--- config.mk ---
export PLATFORM = sky130hd
export DESIGN_NAME = uart_rx
export DESIGN_NICKNAME = d
export VERILOG_FILES = /design/src/rtl/uart_pkg.sv /design/src/rtl/uart_rx_bit_timer.sv /design/src/rtl/uart_rx.sv
export SDC_FILE = /design/constraint.sdc
export NUM_CORES = 1
export LEC_CHECK = 0
export CAP_MARGIN = 20
export CORE_MARGIN = 1
export CORE_UTILIZATION = 40
export DETAILED_ROUTE_END_ITERATION = 6
export GPL_TIMING_DRIVEN = 0
export SLEW_MARGIN = 20
export SYNTH_ARGS = -nofsm -noshare
export SYNTH_HDL_FRONTEND = slang
export SYNTH_SLANG_ARGS = --single-unit
export TNS_END_PERCENT = 30
--- constraint.sdc ---
create_clock -name clk -period 1.69 [get_ports clk]
set_input_delay 0.338 -clock clk [delete_from_list [all_inputs] [get_ports clk]]
set_output_delay 0.338 -clock clk [all_outputs]
set_load 0.01 [all_outputs]
--- src/rtl/uart_pkg.sv ---
// uart_pkg: shared UART constants and receiver FSM state encoding
package uart_pkg;
  localparam int DATA_W       = 8;
  localparam int HALF_BIT_DEF = 217;
  typedef enum logic [1:0] {
    ST_IDLE  = 2'd0,
    ST_START = 2'd1,
    ST_DATA  = 2'd2,
    ST_STOP  = 2'd3
  } rx_state_e;
endpackage

--- src/rtl/uart_rx_bit_timer.sv ---
// uart_rx_bit_timer: bit-period counter with clear, half-bit and full-bit ticks
// Ports: clk, rst (sync, active-high), clr (zero the counter this cycle),
//        half (count == HALF_AT), full (count == 2*HALF_BIT_CYC-1).
module uart_rx_bit_timer #(
  parameter int HALF_BIT_CYC = 217,
  parameter int CNT_WIDTH    = 9,
  parameter int HALF_AT      = HALF_BIT_CYC - 1
) (
  input  logic clk,
  input  logic rst,
  input  logic clr,
  output logic half,
  output logic full
);
  localparam logic [CNT_WIDTH-1:0] HALF_V = CNT_WIDTH'(HALF_AT);
  localparam logic [CNT_WIDTH-1:0] FULL_V = CNT_WIDTH'(2 * HALF_BIT_CYC - 1);
  logic [CNT_WIDTH-1:0] cnt_q, cnt_d;
  assign half = cnt_q == HALF_V;
  assign full = cnt_q == FULL_V;
  always_comb cnt_d = clr ? '0 : cnt_q + CNT_WIDTH'(1);
  always_ff @(posedge clk) cnt_q <= rst ? '0 : cnt_d;
endmodule

--- src/rtl/uart_rx.sv ---
// uart_rx: 8N1 UART receiver sampling at mid-bit, with framing-error reporting
// Ports: clk, rst (sync, active-high), rx (async serial line, idle high),
//        rx_dat (last good byte), rx_vld (1-cycle strobe), frame_err (1-cycle
//        strobe on low stop bit), busy (FSM not idle).
// Macro UART_RX_MAJORITY_EN: 2-of-3 vote around each mid-bit, one cycle later.
module uart_rx
  import uart_pkg::*;
#(
  parameter int HALF_BIT_CYC = HALF_BIT_DEF,
  parameter int CNT_WIDTH    = 9
) (
  input  logic              clk,
  input  logic              rst,
  input  logic              rx,
  output logic [DATA_W-1:0] rx_dat,
  output logic              rx_vld,
  output logic              frame_err,
  output logic              busy
);
  rx_state_e         state_q, state_d;
  logic              sync1_q, sync2_q, rx_prev_q;
  logic [1:0]        warm_q, warm_d;
  logic              armed_q, armed_d;
  logic [2:0]        idx_q, idx_d;
  logic [DATA_W-1:0] sh_q, sh_d;
  logic              fin_q, fin_d, stop_q, stop_d;
  logic [DATA_W-1:0] rx_dat_q, rx_dat_d;
  logic              rx_vld_q, rx_vld_d, frame_err_q, frame_err_d, busy_q, busy_d;
  logic              rx_s, smp, clr, half, full;
  assign rx_s = sync2_q;
`ifdef UART_RX_MAJORITY_EN
  localparam int HALF_AT = HALF_BIT_CYC;
  logic [1:0] hist_q, hist_d;
  always_comb hist_d = {hist_q[0], rx_s};
  always_ff @(posedge clk) hist_q <= rst ? 2'b11 : hist_d;
  assign smp = (hist_q[1] & hist_q[0]) | (hist_q[1] & rx_s) | (hist_q[0] & rx_s);
`else
  localparam int HALF_AT = HALF_BIT_CYC - 1;
  assign smp = rx_s;
`endif
  uart_rx_bit_timer #(
    .HALF_BIT_CYC(HALF_BIT_CYC),
    .CNT_WIDTH   (CNT_WIDTH),
    .HALF_AT     (HALF_AT)
  ) u_timer (
    .clk (clk),
    .rst (rst),
    .clr (clr),
    .half(half),
    .full(full)
  );
  // The synchronizer resets high, so a line low at reset release would look
  // like a falling edge; starts are only armed once the real line is seen high.
  always_comb begin
    warm_d  = {warm_q[0], 1'b1};
    armed_d = armed_q | (warm_q[1] & rx_s);
    state_d = state_q;
    idx_d   = idx_q;
    clr     = 1'b0;
    fin_d   = 1'b0;
    stop_d  = stop_q;
    case (state_q)
      ST_IDLE: begin
        clr = 1'b1;
        if (armed_q && !rx_s && rx_prev_q) state_d = ST_START;
      end
      ST_START: if (half) begin
        clr     = 1'b1;
        idx_d   = 3'd0;
        state_d = smp ? ST_IDLE : ST_DATA;
      end
      ST_DATA: if (full) begin
        clr     = 1'b1;
        idx_d   = idx_q + 3'd1;
        state_d = idx_q == 3'(DATA_W - 1) ? ST_STOP : ST_DATA;
      end
      ST_STOP: if (full) begin
        clr     = 1'b1;
        fin_d   = 1'b1;
        stop_d  = smp;
        state_d = ST_IDLE;
      end
      default: state_d = ST_IDLE;
    endcase
    sh_d        = (state_q == ST_DATA && full) ? {smp, sh_q[DATA_W-1:1]} : sh_q;
    rx_vld_d    = fin_q & stop_q;
    frame_err_d = fin_q & ~stop_q;
    rx_dat_d    = (fin_q & stop_q) ? sh_q : rx_dat_q;
    busy_d      = state_q != ST_IDLE;
  end
  always_ff @(posedge clk) begin
    if (rst) begin
      sync1_q     <= 1'b1;
      sync2_q     <= 1'b1;
      rx_prev_q   <= 1'b1;
      warm_q      <= 2'b00;
      armed_q     <= 1'b0;
      state_q     <= ST_IDLE;
      idx_q       <= 3'd0;
      sh_q        <= '0;
      fin_q       <= 1'b0;
      stop_q      <= 1'b0;
      rx_dat_q    <= '0;
      rx_vld_q    <= 1'b0;
      frame_err_q <= 1'b0;
      busy_q      <= 1'b0;
    end else begin
      sync1_q     <= rx;
      sync2_q     <= sync1_q;
      rx_prev_q   <= rx_s;
      warm_q      <= warm_d;
      armed_q     <= armed_d;
      state_q     <= state_d;
      idx_q       <= idx_d;
      sh_q        <= sh_d;
      fin_q       <= fin_d;
      stop_q      <= stop_d;
      rx_dat_q    <= rx_dat_d;
      rx_vld_q    <= rx_vld_d;
      frame_err_q <= frame_err_d;
      busy_q      <= busy_d;
    end
  end
  assign rx_dat    = rx_dat_q;
  assign rx_vld    = rx_vld_q;
  assign frame_err = frame_err_q;
  assign busy      = busy_q;
endmodule

# --- After elaboration in Yosys (flattened, before gate mapping) ---
# Cells that the tools add are included.
# Widths: inputs -> output; s select.
op_classes:
  n_addsub: 2
  n_eq_ne: 10
  n_mux: 14
  bitwise: 6
  reduce_logical: 13
ops:
  columns: ["op", "count"]
  rows:
  - ["$mux 2", 5]
  - ["$add 9x1->9 const B", 1]
  - ["$eq 9x8->1 const B", 1]
  - ["$eq 9x9->1 const B", 1]
  - ["$ne 2x2->1 const B", 4]
  - ["$pmux 2 s4", 1]
  - ["$mux 3", 2]
  - ["$pmux 3 s2", 1]
  - ["$reduce_or 2->1", 3]
  - ["$eq 2x2->1 const B", 2]
  - ["$mux 1", 4]
  - ["$reduce_and 4->1", 1]
  - ["$reduce_bool 2->1", 2]
  - ["$add 3x1->3 const B", 1]
  - ["$and 1x1->1", 3]
  - ["$eq 3x3->1 const B", 1]
  - ["$logic_and 1x1->1", 3]
  - ["$pmux 1 s3", 1]
  - ["$reduce_and 3->1", 1]
  - ["$eq 2x1->1 const B", 1]
  - ["$logic_not 2->1", 1]
  - ["$not 1->1", 2]
  - ["$reduce_and 2->1", 1]
  - ["$logic_not 1->1", 1]
  - ["$or 1x1->1", 1]
word_totals:
  regBits: 41
  in_bits: 3
  word_cells: 61

# --- Logic depth before layout (Yosys ltp) ---
# Gate-level depths: netlist of run 1.
logic_depth:
  ltp_word: 5
  depth_mapped: 7
  mapped_depth_nobuf: 6

# --- Cells and area by module ---
# A second synthesis of run 1 with hierarchy kept.
hier_totals:
  cells_unflattened: 179
  area_unflattened_um2: 1619.1
modules_own_cells:
  columns: ["module", "instances", "cells_per_inst", "area_each_um2", "seq_area_each_um2"]
  rows:
  - ["uart_rx", 1, 131, 1191.1, 640.6]
  - ["uart_rx_bit_timer", 1, 48, 427.9, 180.2]

# --- Worst setup path before layout of run 1 ---
# No wires, ideal clock.
synth_timing:
  kind: "register to register"
  from: "register u_timer.cnt_q[0]"
  to: "register sh_q[0]"
  setup_ns: 0.128
  t_arrival_ns: 1.530
  required_ns: 1.562
  setup_slack_ns: 0.033
  stages_incl_launch_ff: 6
  n_path_buf: 0
  cell_sequence: "dfxtp_1 > ha_1 > nand2b_1 > nor4_4 > mux2i_1 > nor2_1"
synth_between:
  elab_chain_len: 2
synth_rtl:
  columns: ["item", "line", "text"]
  rows:
  - ["start, declared", "uart_rx_bit_timer.sv:17", "logic [CNT_WIDTH-1:0] cnt_q, cnt_d;"]
  - ["start signal, assigned", "uart_rx_bit_timer.sv:21", "always_ff @(posedge clk) cnt_q <= rst ? '0 : cnt_d;"]
  - ["$eq 9x9->1", "uart_rx_bit_timer.sv:19", "assign full = cnt_q == FULL_V;"]
  - ["$logic_and 1x1->1", "uart_rx.sv:85", "sh_d = (state_q == ST_DATA && full) ? {smp, sh_q[DATA_W-1:1]} : sh_q;"]
  - ["end signal, assigned", "uart_rx.sv:100", "sh_q <= '0;"]
  - ["end signal, assigned", "uart_rx.sv:115", "sh_q <= sh_d;"]
  - ["end, declared", "uart_rx.sv:25", "logic [DATA_W-1:0] sh_q, sh_d;"]
# Every way passes these cells.
# A chain may end at the register's enable or synchronous reset.

# --- Final worst setup path of run 1 ---
layout_timing:
  from: "register u_timer.cnt_q[1]"
  to: "register sh_q[0]"
# Same word-level chain as after synthesis.

==> results by group, run 1 <==
CTS
  • H-tree Lvls: 2
  • Clock slew seen by the registers of the worst setup and hold paths: 80 ps
  • CTS Buffer Depth: 2
  • CTS tree: yes
  • Hold Buf Count CTS: 0
  • Clk sinks: 41
  • TritonCTS buffer count: 5
  • Clock latency on the worst-skew pair: 290 ps
  • Clk root buf: clkbuf_8

Pwr
  • Overall power: 0.00166 W
  • Pwr Density: 818 mW/mm2
  • Max rail drop VDD: 297 uV
  • Leak pwr: slightly above 0.7 nW

Critical path
  • Arrival @ worst endpoint: around 1800 ps
  • FF-to-FF Start: u_timer.cnt_q[1]$_SDFF_PP0_
  • Worst setup path start: u_timer.cnt_q[1]$_SDFF_PP0_
  • Buf/Inv on CP: 2
  • CP max FO: 6
  • Req. time, crit path: 1860 ps
  • RR Endpoint: sh_q[0]$_SDFFE_PP0P_
  • Worst setup path end: sh_q[0]$_SDFFE_PP0P_
  • Setup crit end kind: flop
  • Max stage delay on crit path: between 300 and 400 ps
  • Worst R2R Setup Slack: 90 ps
  • Critical path depth in cells: 7
  • Crit-path slowest cell: dfxtp_1
  • FF-to-FF path depth: 7
  • Worst-path cell chain: inv_1 -> ha_1 -> nand2b_4 -> nor4_4 -> buf_4 -> mux2i_1 -> nor2_1
  • Top delay family on crit path: simple AND/OR/NAND/NOR gates
  • Kind of critical path: flop to flop
  • Crit start category: flop

Timing
  • Tmin final: 1600 ps
  • Skew final: 7.63 ps
  • # setup viols final: 0
  • Rel. slew slack: 0.725
  • Hold WS: 410 ps
  • Final period utilization: 0.944
  • Final worst slack: 95.0 ps
  • Hold Violations, Final: 0
  • Max Fclk: 627 MHz
  • Worst slew pin tran: 412 ps
  • Count of pins over their slew limit: 0

Logic synthesis
  • Area leader, netlist: dfxtp_1
  • Syn avg cell area: 9.29 um2
  • Unique masters post-synth: 36
  • Yosys warning count: 0
  • Syn_nets: 188
  • Sequential area share after synthesis: 0.491
  • Mapped Cells: 180
  • Post-Syn Area: approximately 0.0017 mm2
  • Yosys top cell area share: 0.491
  • Synth top area cells: dfxtp_1 49%, mux2i_1 6.0%, nor2_1 5.4%
  • Yosys reg bits: 41

Global routing
  • First-pass GRT wire length: 5.51 mm
  • Global route overflow: 0
  • Largest net degree at the start of global routing: 14
  • Initial antenna violation count: 0
  • All-Layer GR Usage: 0.167
  • Vias in the first global route: 1214

Status
  • Status: completed

Die
  • Row count: 23
  • Initial Util: 0.418
  • Die W: around 67 um
  • Core ar.: 0.00400 mm2
  • Die area: approximately 0.0044 mm2
  • Die Y-Extent: 66.6 um
  • # IOs: 14

Route
  • DRT Pass-1 Iters: 4
  • Detailed-route via count: ~1300
  • Vias per inst: 5.05
  • Drt wl/cell: 12.4 um
  • Residual DRC: 0
  • DRT antenna net count: 0
  • DRT iter0 DRCs: 64
  • Final WL: 3.19 mm

Layout
  • Final Util: 0.506
  • # diodes: 0
  • Final cell count without fillers: 257
  • Share of cells above drive strength 1: 0.135
  • Area growth, synth to finish: 21.1%
  • Final net count: 214

Place
  • DP HPWL: 2.24 mm
  • I/O Buffers: 13
  • Worst slack, placed: -249 ps
  • Post-placement cell count: 243
  • RD Place Congestion: approximately 0.77

Worst hold path
  • Hold WC Path Type: flop to flop

Run
  • Max_cap viols: 0
[layout make-up]
type / instances / area, um2
fillers: 383 / 1980
repair buffers: 19 / 175
well taps: 50 / 62.6
clock buffers: 5 / 68.8
inverters: 9 / 33.8
plain buffers: 7 / 33.8
flip-flops and latches: 41 / 822
clock inverters: 3 / 17.5
multi-input cells: 123 / 811
[logic make-up (layout without fill, tap and decap cells)]
kind of cell	count (synthesis)	count (layout)	synth area share
mux	10	10	0.0599
simple gates	81	81	0.263
xor+xnor	7	7	0.0367
fa+ha+maj	5	5	0.0374
flops	41	41	0.491
buf+inv	16	43	0.0374
compound gates	20	20	0.0741
[what timing repair did]
| item | CTS | global route |
|---|---|---|
| gates resized for setup | 2 | 6 |
| pin swaps | 2 | 1 |
| setup buffers | 2 | 4 |
| endpoints found under the setup margin | 17 | 32 |
[layout by cell type (no fill, tap or decap), drive strengths merged, types with 4 or more instances in the layout]
cell type      count
dfxtp             41
clkbuf            11
mux2i             10
nor4               5
inv                9
nand3             13
nand2             16
buf                7
a21oi             13
ha                 5
nor2              24
clkdlybuf4s50     13
xnor2              4
[Yosys cell counts, drive strengths merged]
| library cell | number |
|---|---|
| a211oi | 1 |
| a21oi | 13 |
| a221o | 1 |
| a32oi | 1 |
| and4 | 1 |
| buf | 4 |
| clkbuf | 3 |
| dfxtp | 41 |
| ha | 5 |
| inv | 9 |
| mux2i | 10 |
| nand2 | 16 |
| nand2b | 3 |
| nand3 | 13 |
| nand3b | 2 |
| nand4 | 3 |
| nand4b | 1 |
| nand4bb | 1 |
| nor2 | 24 |
| nor2b | 2 |
| nor3 | 3 |
| nor3b | 1 |
| nor4 | 5 |
| o21ai | 1 |
| o311ai | 2 |
| o32a | 1 |
| or2 | 3 |
| or3 | 1 |
| or4 | 1 |
| or4b | 1 |
| xnor2 | 4 |
| xor2 | 3 |
[through the flow]
stage               area [um2]  setup TNS [ps]
finish                    2020               0
global route              2020           -15.8
CTS                       1980               0
detailed placement        1860           -5740
global placement          1860           -5100
floorplan                 1670               0
[report_power, final]
group | total, W | internal, W | switching (W)
logic | 0.0000455 | 0.0000197 | 0.0000258
registers | 0.000992 | 0.000981 | 0.0000102
clock network | 0.000618 | 0.000285 | 0.000333
total | 0.00166 | 0.00129 | 0.000369
[how the worst min path moves through the flow]
| stage | start | endpoint | depth (start not counted) |
|---|---|---|---|
| 2_1_floorplan | sync1_q$_SDFF_PP1_ | rx_s$_SDFF_PP1_ | 1 |
| 3_3_place_gp | sync1_q$_SDFF_PP1_ | rx_s$_SDFF_PP1_ | 1 |
| 3_5_place_dp | sync1_q$_SDFF_PP1_ | rx_s$_SDFF_PP1_ | 1 |
| 4_1_cts | sync1_q$_SDFF_PP1_ | rx_s$_SDFF_PP1_ | 1 |
| 5_1_grt | sync1_q$_SDFF_PP1_ | rx_s$_SDFF_PP1_ | 1 |
| 6_report | sync1_q$_SDFF_PP1_ | rx_s$_SDFF_PP1_ | 1 |
[metal layers]
layer,up-vias,global-route usage,wire length (um)
met5,-,0,0
met4,0,0.0957,36
met3,4,0.0360,110
met2,27,0.270,1530
met1,593,0.201,1520
li1,673,-,-
[sequential cells by signal, summed over array words and instances (netlist names), named ones only]
| name | flops |
|---|---|
| idx_q | 3 |
| busy | 1 |
| armed_q | 1 |
| stop_q | 1 |
| u_timer.cnt_q | 9 |
| frame_err | 1 |
| rx_s | 1 |
| rx_vld | 1 |
| rx_prev_q | 1 |
| sync1_q | 1 |
| rx_dat | 8 |
| warm_q | 2 |
| state_q | 1 |
| fin_q | 1 |
| sh_q | 8 |
(Power assumes the default switching activity.)
==> run 2, diff against run 1 <==
--- a/config.mk
+++ b/config.mk
@@ -10,6 +10,7 @@
 export CORE_UTILIZATION = 40
 export DETAILED_ROUTE_END_ITERATION = 6
 export GPL_TIMING_DRIVEN = 0
+export REMOVE_ABC_BUFFERS = 1
 export SLEW_MARGIN = 20
 export SYNTH_ARGS = -nofsm -noshare
 export SYNTH_HDL_FRONTEND = slang
==> results by group, run 2 (synthesis gave the netlist of run 1 again) <==
Status
  • Status: completed

Layout
  • Most flops, register: u_timer.cnt_q
  • Commonest non-fill, non-tap cell in the layout: dfxtp_1
  • Most frequent cells in the layout: 38 x dfxtp_1, 24 x nor2_1, 16 x nand2_1
  • Max reg flops: 9 (unchanged)
  • # diodes: 0 (unchanged)
  • Design Area, Final: 0.00200 mm2 (-1.1%)
  • Area growth, synth to finish: 19.8%
  • Share of cells above drive strength 1: 0.141 (+0.00544)
  • Final Util: 0.501 (-0.00532)
  • Final net count: 206 (-3.7%)

Die
  • # IOs: 14 (unchanged)
  • Core ar.: 0.00400 mm2 (unchanged)
  • Die area: 0.00444 mm2 (unchanged)
  • Die Y-Extent: 66.6 um (unchanged)
  • Initial Util: 0.418 (unchanged)
  • Die W: 66.6 um (unchanged)
  • Row count: 23 (unchanged)

Global routing
  • Vias in the first global route: 1160 (-4.4%)
  • Initial antenna violation count: 0 (unchanged)
  • Largest net degree at the start of global routing: 34 (+20)
  • First-pass GRT wire length: 5.26 mm (-4.5%)
  • Global route overflow: 0 (unchanged)
  • All-Layer GR Usage: 0.161 (-0.00601)

Worst hold path
  • Hold path cells: 1 (unchanged)
  • Hold WC Path Type: flop to flop

Route
  • DRT antenna net count: 0 (unchanged)
  • Vias per inst: 5.18 (+2.7%)
  • DRT iter0 DRCs: 60 (-6.3%)
  • Final WL: 3.07 mm (-3.8%)
  • Drt wl/cell: 12.3 um (-0.67%)
  • DRT Pass-1 Iters: 4 (unchanged)
  • Residual DRC: 0 (unchanged)
  • Detailed-route via count: 1291 (-0.46%)

Timing
  • Count of pins over their slew limit: 0 (unchanged)
  • Rel. slew slack: 0.593 (-0.132)
  • Final period utilization: 0.944 (about the same)
  • Tmin final: 1600 ps (+0.126 ps)
  • Skew final: 4.39 ps (-3.25 ps)
  • Hold Violations, Final: 0 (unchanged)
  • Max Fclk: 627 MHz (about the same)
  • Final worst slack: 94.9 ps (-0.126 ps)
  • # setup viols final: 0 (unchanged)
  • Worst slew pin tran: 610 ps (+198 ps)
  • Setup TNS Final: 0 ps (unchanged)

Place
  • RD Place Congestion: 0.769 (about the same)
  • I/O Buffers: 13 (unchanged)
  • Area after DPL: 0.00184 mm2 (-1.5%)
  • DP HPWL: 2.09 mm (-6.6%)
  • Worst slack, placed: -893 ps (-644 ps)

Pwr
  • Comb pwr share: 0.025 (-0.003)
  • Max rail drop VDD: 484 uV (+63%)
  • Overall power: 0.00173 W (+4.4%)
  • Pwr Density: 862 mW/mm2 (+5.5%)
  • Switch share: 0.208 (-0.0149)
  • Clock share of power: 0.401 (+0.028)
  • Leak pwr: 0.699 nW (-2.1%)
  • Internal power: 0.00137 W (+6.4%)
  • Seq pwr share: 0.574 (-0.025)
  • P_sw: 0.000359 W (-2.6%)

CTS
  • Clk root buf: clkbuf_8
  • H-tree Lvls: 2 (unchanged)
  • Clock latency on the worst-skew pair: 290 ps (about the same)
  • Clk sinks: 41 (unchanged)
  • CTS Buffer Depth: 2 (unchanged)
  • CTS tree: yes
  • TritonCTS buffer count: 5 (unchanged)
  • Clock slew seen by the registers of the worst setup and hold paths: 80 ps (about the same)

Run
  • Max_cap viols: 0 (unchanged)

Critical path
  • Arrival @ worst endpoint: 1750 ps (-20 ps)
  • Req. time, crit path: 1850 ps (about the same)
  • CP max FO: 7 (+1)
  • Kind of critical path: flop to flop
  • Setup crit end kind: flop
  • Worst R2R Setup Slack: 90 ps (about the same)
  • Crit start category: flop
  • FF-to-FF path depth: 4 (-3)
run 2: power groups by stage:
stage                     Clock [W]  Combinational [W]  Sequential (W)
after detailed placement          0          0.0000436         0.00101
final                      0.000693          0.0000433        0.000991
after global placement            0          0.0000398         0.00101
after CTS                  0.000722          0.0000433        0.000991
after global routing       0.000761          0.0000500        0.000993
after floorplan                   0          0.0000216         0.00101
run 2: per-stage QoR:
step | instances | hold WS, ps
global route | 249 | 448
finish | 249 | 418
floorplan | 173 | 389
global placement | 236 | 393
CTS | 247 | 419
detailed placement | 236 | 399
run 2: what timing repair did:
action                     CTS  global route
pin swaps                    1             2
setup endpoints to repair   22            13
setup buffers                3             2
hold buffers                 0             0
resized for setup            6             7
run 2: path summary, 6_finish.rpt:
kind / from / endpoint
worst min register to register: sync1_q$_SDFF_PP1_ / rx_s$_SDFF_PP1_
worst max-delay path: u_timer.cnt_q[2]$_SDFF_PP0_ / flop
worst min-delay path: sync1_q$_SDFF_PP1_ / rx_s$_SDFF_PP1_
worst max register to register: u_timer.cnt_q[2]$_SDFF_PP0_ / flop
run 2: routing by layer:
layer | vias to the layer above | track usage | part of all wire
met5 | - | 0 | 0
met4 | 0 | 0.0718 | 0.013
met3 | 5 | 0.0411 | 0.035
met2 | 27 | 0.253 | 0.48
met1 | 603 | 0.205 | 0.47
li1 | 656 | - | -
run 2: critical path, cell delays in order (launching register included):
cell and delay (ps):
dfxtp_1 370, nand3b_1 350, or3_2 500, o21ai_0 160, a21oi_1 80
run 2: area by class of cell:
class / count / area, um2
inverters: 9 / 33.8
clock buffers: 7 / 96.3
fillers: 365 / 2000
clock inverters: 1 / 5.00
repair buffers: 18 / 173
flip-flops and latches: 41 / 825
multi-input cells: 123 / 808
well taps: 50 / 62.6
